**config.mk**
```make
export PLATFORM = sky130hd
export DESIGN_NAME = score_display
export DESIGN_NICKNAME = d
export VERILOG_FILES = /design/src/rtl/score_display.sv
export SDC_FILE = /design/constraint.sdc
export NUM_CORES = 1
export LEC_CHECK = 0
export ABC_AREA = 1
export CORE_MARGIN = 1
export CORE_UTILIZATION = 47
export DETAILED_ROUTE_END_ITERATION = 16
export HOLD_SLACK_MARGIN = 0.1
export MAX_ROUTING_LAYER = met4
export PLACE_DENSITY = 0.73
export RECOVER_POWER = 50
export SLEW_MARGIN = 0
export SYNTH_ARGS = -nofsm -noshare
export SYNTH_HDL_FRONTEND = slang
export SYNTH_SLANG_ARGS = --single-unit
```
**constraint.sdc**
```tcl
create_clock -name clock -period 4 [get_ports clock]
set_clock_uncertainty 0.05 [all_clocks]
set_input_delay 0.8 -clock clock [delete_from_list [all_inputs] [get_ports clock]]
set_output_delay 0.8 -clock clock [all_outputs]
set_load 0.02 [all_outputs]
```
**src/rtl/score_display.sv**
```systemverilog
// score_display: scans a 4-digit 7-segment display showing the live score
//   (re-sampled once per frame) and the best score seen since reset.
// Latency: seg/an are registered and change on the scan-advance edge; best
//   loads on the frame-start edge and is visible right after it.
// Backpressure: none; the scan is free-running and the inputs are sampled.
//
// Ports:
//   clock       single system clock, rising edge
//   reset       synchronous, active-high
//   score       BCD units of the live score
//   score10     BCD tens of the live score
//   seg[6:0]    segment drive, seg[0]=a .. seg[6]=g (polarity per ACTIVE_LOW)
//   an[3:0]     one-hot digit enable: 0=score, 1=score10, 2=best, 3=best10
//   best        BCD units of the best score held
//   best10      BCD tens of the best score held
//   frame_tick  one-cycle pulse in the first cycle of each frame
//
// Build option: define SCORE_DISPLAY_BLINK_EN to blink digits 0-1 on
//   alternate frames for 16 frames after the snapshot changes.

module score_display #(
  parameter int REFRESH_DIV = 50000,
  parameter bit ACTIVE_LOW  = 1'b1
) (
  input  logic       clock,
  input  logic       reset,
  input  logic [3:0] score,
  input  logic [3:0] score10,
  output logic [6:0] seg,
  output logic [3:0] an,
  output logic [3:0] best,
  output logic [3:0] best10,
  output logic       frame_tick
);

  localparam int               DIV_W    = (REFRESH_DIV > 1) ? $clog2(REFRESH_DIV) : 1;
  localparam logic [DIV_W-1:0] DIV_LAST = DIV_W'(REFRESH_DIV - 1);

  // Active-high g..a patterns; any non-decimal nibble shows a dash.
  function automatic logic [6:0] seg_pattern(input logic [3:0] d);
    logic [6:0] p;
    case (d)
      4'd0:    p = 7'h3F;
      4'd1:    p = 7'h06;
      4'd2:    p = 7'h5B;
      4'd3:    p = 7'h4F;
      4'd4:    p = 7'h66;
      4'd5:    p = 7'h6D;
      4'd6:    p = 7'h7D;
      4'd7:    p = 7'h07;
      4'd8:    p = 7'h7F;
      4'd9:    p = 7'h6F;
      default: p = 7'h40;
    endcase
    return p;
  endfunction

  function automatic logic [6:0] seg_drive(input logic [6:0] p);
    return ACTIVE_LOW ? ~p : p;
  endfunction

  function automatic logic [3:0] an_drive(input logic [3:0] h);
    return ACTIVE_LOW ? ~h : h;
  endfunction

  logic [DIV_W-1:0] div_cnt;
  logic [1:0]       scan_idx;
  logic [1:0]       scan_idx_nxt;
  logic [3:0]       snap_u;
  logic [3:0]       snap_t;
  logic [3:0]       snap_u_nxt;
  logic [3:0]       snap_t_nxt;
  logic             div_last;
  logic             frame_wrap;
  logic             in_valid;
  logic             best_load;
  logic             blank_live;
  logic [6:0]       seg_nxt_pat;
  logic [3:0]       an_nxt_hot;

  always_comb begin
    div_last     = (div_cnt == DIV_LAST);
    frame_wrap   = div_last && (scan_idx == 2'd3);
    scan_idx_nxt = scan_idx + 2'd1;
    // The digit-0 pattern chosen on the wrap edge must already reflect the
    // value being snapshotted on that same edge.
    snap_u_nxt   = frame_wrap ? score   : snap_u;
    snap_t_nxt   = frame_wrap ? score10 : snap_t;
    in_valid     = (score <= 4'd9) && (score10 <= 4'd9);
    // With both sides valid BCD, the packed compare equals the decimal one.
    best_load    = frame_wrap && in_valid && ({score10, score} > {best10, best});
  end

`ifdef SCORE_DISPLAY_BLINK_EN
  // Frames left in the blink window. Loaded with 16 on the frame where the
  // snapshot changes and counted down once per frame; odd counts blank the
  // live digits, so the change frame itself shows the new value.
  logic [4:0] blink_left;
  logic [4:0] blink_left_nxt;
  logic       snap_changed;

  always_comb begin
    snap_changed   = frame_wrap && ({score10, score} != {snap_t, snap_u});
    blink_left_nxt = blink_left;
    if (snap_changed) begin
      blink_left_nxt = 5'd16;
    end else if (frame_wrap && (blink_left != 5'd0)) begin
      blink_left_nxt = blink_left - 5'd1;
    end
    blank_live = blink_left_nxt[0];
  end

  always_ff @(posedge clock) begin
    if (reset) begin
      blink_left <= 5'd0;
    end else begin
      blink_left <= blink_left_nxt;
    end
  end
`else
  always_comb begin
    blank_live = 1'b0;
  end
`endif

  // Pattern for the digit about to be selected. Best only changes on the
  // wrap edge, when digit 0 is selected, so digits 2-3 can use the register.
  always_comb begin
    an_nxt_hot  = 4'b0001 << scan_idx_nxt;
    seg_nxt_pat = 7'h00;
    case (scan_idx_nxt)
      2'd0: seg_nxt_pat = blank_live ? 7'h00 : seg_pattern(snap_u_nxt);
      2'd1: seg_nxt_pat = (blank_live || (snap_t_nxt == 4'd0)) ? 7'h00
                                                                : seg_pattern(snap_t_nxt);
      2'd2: seg_nxt_pat = seg_pattern(best);
      default: seg_nxt_pat = (best10 == 4'd0) ? 7'h00 : seg_pattern(best10);
    endcase
  end

  always_ff @(posedge clock) begin
    if (reset) begin
      div_cnt    <= '0;
      scan_idx   <= 2'd0;
      snap_u     <= 4'd0;
      snap_t     <= 4'd0;
      best       <= 4'd0;
      best10     <= 4'd0;
      frame_tick <= 1'b0;
      an         <= an_drive(4'b0001);
      seg        <= seg_drive(7'h3F);
    end else begin
      div_cnt    <= div_last ? '0 : div_cnt + 1'b1;
      frame_tick <= frame_wrap;
      if (div_last) begin
        scan_idx <= scan_idx_nxt;
        an       <= an_drive(an_nxt_hot);
        seg      <= seg_drive(seg_nxt_pat);
      end
      if (frame_wrap) begin
        snap_u <= score;
        snap_t <= score10;
      end
      if (best_load) begin
        best   <= score;
        best10 <= score10;
      end
    end
  end

endmodule

```
==> impl_summary.md <==
Critical path
The classification of the worst setup path is in2reg. The worst path arrival time is 3.57 ns. Traced cell by cell, the critical path runs through clkdlybuf4s50_1 -> ha_1 -> inv_1 -> nor2_1 -> o21ai_0 -> nand2_1 -> nand2_1 -> o211ai_1 -> nand2_2 -> buf_4 -> nand2_1 -> nand3_1 -> inv_1 -> ha_1 -> o21ai_0 -> nand2_1. The biggest cell delay along the critical path is 0.52 ns. The kind of start point of the critical path is an input port. The cell family contributing the most delay on the critical path is buffers and inverters. At the worst endpoint, the required time is 4.17 ns. The startpoint identified for the worst register-to-register timing path is div_cnt[0]. The setup slack of the worst register-to-register path is approximately 0.67 ns. In this run the worst setup path begins at score[1]. On the critical path, the stage with the largest delay is an instance of sky130_fd_sc_hd__clkdlybuf4s50_1. The cell type with the highest occurrence count on the critical path is sky130_fd_sc_hd__nand2_1. In this run the critical register-to-register path is captured at seg[6]. The endpoint kind of the worst setup timing path is a register. The total buffers and inverters traversed by the critical path is 4. Along the worst path, the maximum fanout reaches 7. Measured in cells, the most critical reg-to-reg path has a length of 9.

Floorplan
The standard cell core area is 7330 sq um. The floorplan step set the die width to 89.4 um. 30 I/O pins were placed. The number of rows in the core area is 31.

The floorplan step defined a die boundary enclosing 8000 sq um. The starting density of the core is 0.490. The vertical extent of the die is between 80 and 90 um.

Logic synthesis
In the post-synthesis netlist, the biggest area contributors are sky130_fd_sc_hd__dfxtp_1 (33%), sky130_fd_sc_hd__nand2_1 (12%), sky130_fd_sc_hd__ha_1 (11%). The commonest cells after synthesis are sky130_fd_sc_hd__nand2_1 (115), sky130_fd_sc_hd__inv_1 (63), sky130_fd_sc_hd__dfxtp_1 (60), sky130_fd_sc_hd__nor2_1 (49), sky130_fd_sc_hd__a21oi_1 (37). The largest family of logic cells by synthesized area is simple AND/OR/NAND/NOR gates. After synthesis the netlist holds a flip-flop and latch count of 60. The synthesized netlist contains approximately 40 unique library cells. The number of cells produced by synthesis is 495. The area fraction in compound gates after synthesis came to 0.124. The most common cell in the synthesized netlist is sky130_fd_sc_hd__nand2_1. Measured against the total synthesized area, the mux share comes to 0. Of the total synthesized cell area, the portion taken by XOR and XNOR cells is 0.00731. The portion of the post-synthesis area used by sequential elements is 0.334. The share of flip-flops with an asynchronous set or reset after synthesis is 0. The post-synthesis share of cell area spent on full adders, half adders and majority gates is 0.115. The prevailing post-synth register cell is sky130_fd_sc_hd__dfxtp_1.

The synthesized design contains 0 enable-type register cells. The largest area contributor in the synthesized netlist is sky130_fd_sc_hd__dfxtp_1. The basic-gate share of the synthesized area counting and, or, nand and nor cells is 0.328. The netlist area before placement is 3590 sq um. The share of synthesized area in the top cell type comes to 0.334. Synthesis produced a netlist with a net count of 538. After synthesis, the mean cell area works out to 7.26 sq um. The number of warning messages in the yosys log is 0.

Timing
Setup repair after global routing left no endpoint under its margin. The count of endpoints failing setup in the final report is 0. The transition time of the tightest slew-check pin is 0.833 ns. Dividing the final minimum period by the clock period gives 0.848. The headroom to the max-slew limit is 0.439. Derived from the worst setup path, the maximum achievable clock frequency is between 200 and 300 MHz. The routed design could run at a clock period as short as 3.39 ns. The setup TNS is 0 ns. The final max-slew violation count came to 0.

The total count of hold-check failures in the final report is 0.

Routing
Dividing the detail-routed via count by the number of cells gives 5.03. The routed via count is between 3k and 4k. The detailed-route DRC error count is 0. The average routed wire per standard cell is 12.5 um. In this run the remaining antenna-violating nets after routing total 0. The first detailed-routing pass took 4 iterations. For this block, the initial DRC count from the detailed router was 153.

The routed wire length is 7940 um.

Placed design
The count of input and output buffers is 29. The final weighted congestion in routability-driven placement is about 0.88. The number of placed instances, taps included, is around 600. The wire-length estimate of the detail-placed layout is 6130 um.

Clock network
The insertion delay of the later-clocked pin in the worst-skew pair is between 0.3 and 0.4 ns. The number of clock buffers added by TritonCTS is 9. The buffer depth of the longest clock path is 2.

After clock tree synthesis, the clock-pin slew on the worst setup and hold paths is 0.06 ns. The clock tree synthesis step divided the H-tree into 3 levels. CTS placed an instance of sky130_fd_sc_hd__clkbuf_8 at the clock tree root. TritonCTS built the clock tree. After clock tree synthesis, the setup repair step added 0 buffers.

The clock drives 60 sinks. In this run, post-CTS repair resized a total of 0 instances. The post-cts hold buffer count is 0.

Layout
The number of nets in the finished design is 573. In the final layout, the multi-input gates occupy 2010 sq um. Counting the fill cells in the layout gives slightly below 700.

Of the cells placed in the final design, the portion with a size suffix greater than 1 is 0.0993. Registers take 1200 sq um. The final instance count without filler cells is 633. The number of antenna diodes in the final layout is 0. The layout-stage area growth over the synthesis result is 14.4%.

Global route
The number of global-route vias before repair is slightly above 3k. The combined global-route utilization of all metal layers is 0.230. The first global-routing pass estimated 13,500 um of wire.

For this run the aggregate overflow at the end of global routing stands at 0. Entering global routing, the biggest net connects 18 pins. The initial antenna violation count came to 0.

Outcome
The flow ran to the end, and the final reports show no timing, DRC or antenna violations.

Pwr
The leakage dissipation is a little under 2 nW. Across the VDD grid, the largest voltage drop is 199 uV. In this run the power density over the cells is 285 nW/um^2.

Worst hold path
The cell count of the worst hold path is 1. The endpoint of the worst hold-timing path is div_cnt[0]. The worst hold path startpoint is div_cnt[0].

The tightest min-delay check is of the reg2reg type.

Run
The max-cap violation count is 0.
[stage by stage]
stage                     instance area [sq um]  power [mW]  utilization  hold slack, ns  setup slack, ns
after CTS                                  4170        1.19        0.569           0.400            0.658
after global placement                     3980       0.660        0.543           0.381            0.482
after global routing                       4110        1.22        0.561           0.436            0.350
after floorplan                            3590       0.639            -           0.368             1.24
after detailed placement                   3980       0.661        0.543           0.391            0.306
final                                      4110        1.17        0.561           0.395            0.606
[placed cells by master, fill, tap and decap left out, types with 3 or more instances in the layout]
master / instances
sky130_fd_sc_hd__nand2_1: 116
sky130_fd_sc_hd__inv_1: 63
sky130_fd_sc_hd__dfxtp_1: 60
sky130_fd_sc_hd__nor2_1: 51
sky130_fd_sc_hd__a21oi_1: 37
sky130_fd_sc_hd__nand3_1: 36
sky130_fd_sc_hd__ha_1: 33
sky130_fd_sc_hd__dlygate4sd3_1: 20
sky130_fd_sc_hd__o21ai_0: 19
sky130_fd_sc_hd__nand4_1: 10
sky130_fd_sc_hd__clkbuf_8: 10
sky130_fd_sc_hd__o21ai_1: 9
sky130_fd_sc_hd__clkdlybuf4s50_1: 9
sky130_fd_sc_hd__nand2_2: 6
sky130_fd_sc_hd__inv_2: 5
sky130_fd_sc_hd__nor2_2: 5
sky130_fd_sc_hd__o211ai_1: 3
sky130_fd_sc_hd__nand2_4: 3
sky130_fd_sc_hd__clkinv_2: 3
[cell type report]
class | count | area share
timing repair buffer | 32 | 0.0751
tap | 99 | 0.0301
inverter | 72 | 0.0681
multi-input combinational | 355 | 0.488
clock buffer | 10 | 0.0335
clock inverter | 5 | 0.0128
sequential | 60 | 0.292
[layer usage]
| metal | vias to the layer above | part of all wire | GRT usage |
|---|---|---|---|
| li1 | 1657 | - | - |
| met1 | 1473 | 0.45 | 0.251 |
| met2 | 41 | 0.50 | 0.403 |
| met3 | 12 | 0.028 | 0.0656 |
| met4 | 0 | 0.016 | 0.0693 |
| met5 | - | 0 | - |
[how the worst max path moves through the flow]
stage | depth (start not counted) | to
after floorplan | 15 | register
after global placement | 16 | register
after detailed placement | 16 | register
after CTS | 16 | register
after global routing | 9 | seg[6]
final | 16 | register
[worst reg2reg max path, stage by stage, from the launching register on]
cell and delay, ns:
sky130_fd_sc_hd__dfxtp_1 0.35, sky130_fd_sc_hd__ha_1 0.19, sky130_fd_sc_hd__nand3_1 0.22, sky130_fd_sc_hd__nor2_1 0.49
sky130_fd_sc_hd__nand3_1 0.52, sky130_fd_sc_hd__o21ai_0 0.84, sky130_fd_sc_hd__o21ai_1 0.20, sky130_fd_sc_hd__o21ai_1 0.18
sky130_fd_sc_hd__nand3_1 0.10, sky130_fd_sc_hd__a21oi_1 0.12
[cells by family (layout without fill, tap and decap cells)]
| logic type | Yosys count | after routing |
|---|---|---|
| AND/OR/NAND/NOR | 245 | 245 |
| adder cells (fa/ha/maj) | 33 | 33 |
| flip-flops | 60 | 60 |
| XOR/XNOR | 3 | 3 |
| AO/OA/AOI/OAI | 74 | 74 |
| buffers and inverters | 80 | 119 |
[report_power, final]
part	internal, mW	leakage [nW]	total [mW]	switching (mW)
Sequential	0.600	0.484	0.602	0.00167
Clock	0.297	0.0979	0.528	0.231
Combinational	0.0174	1.41	0.0442	0.0268
Total	0.915	1.99	1.17	0.259
(Power assumes the default switching activity.)
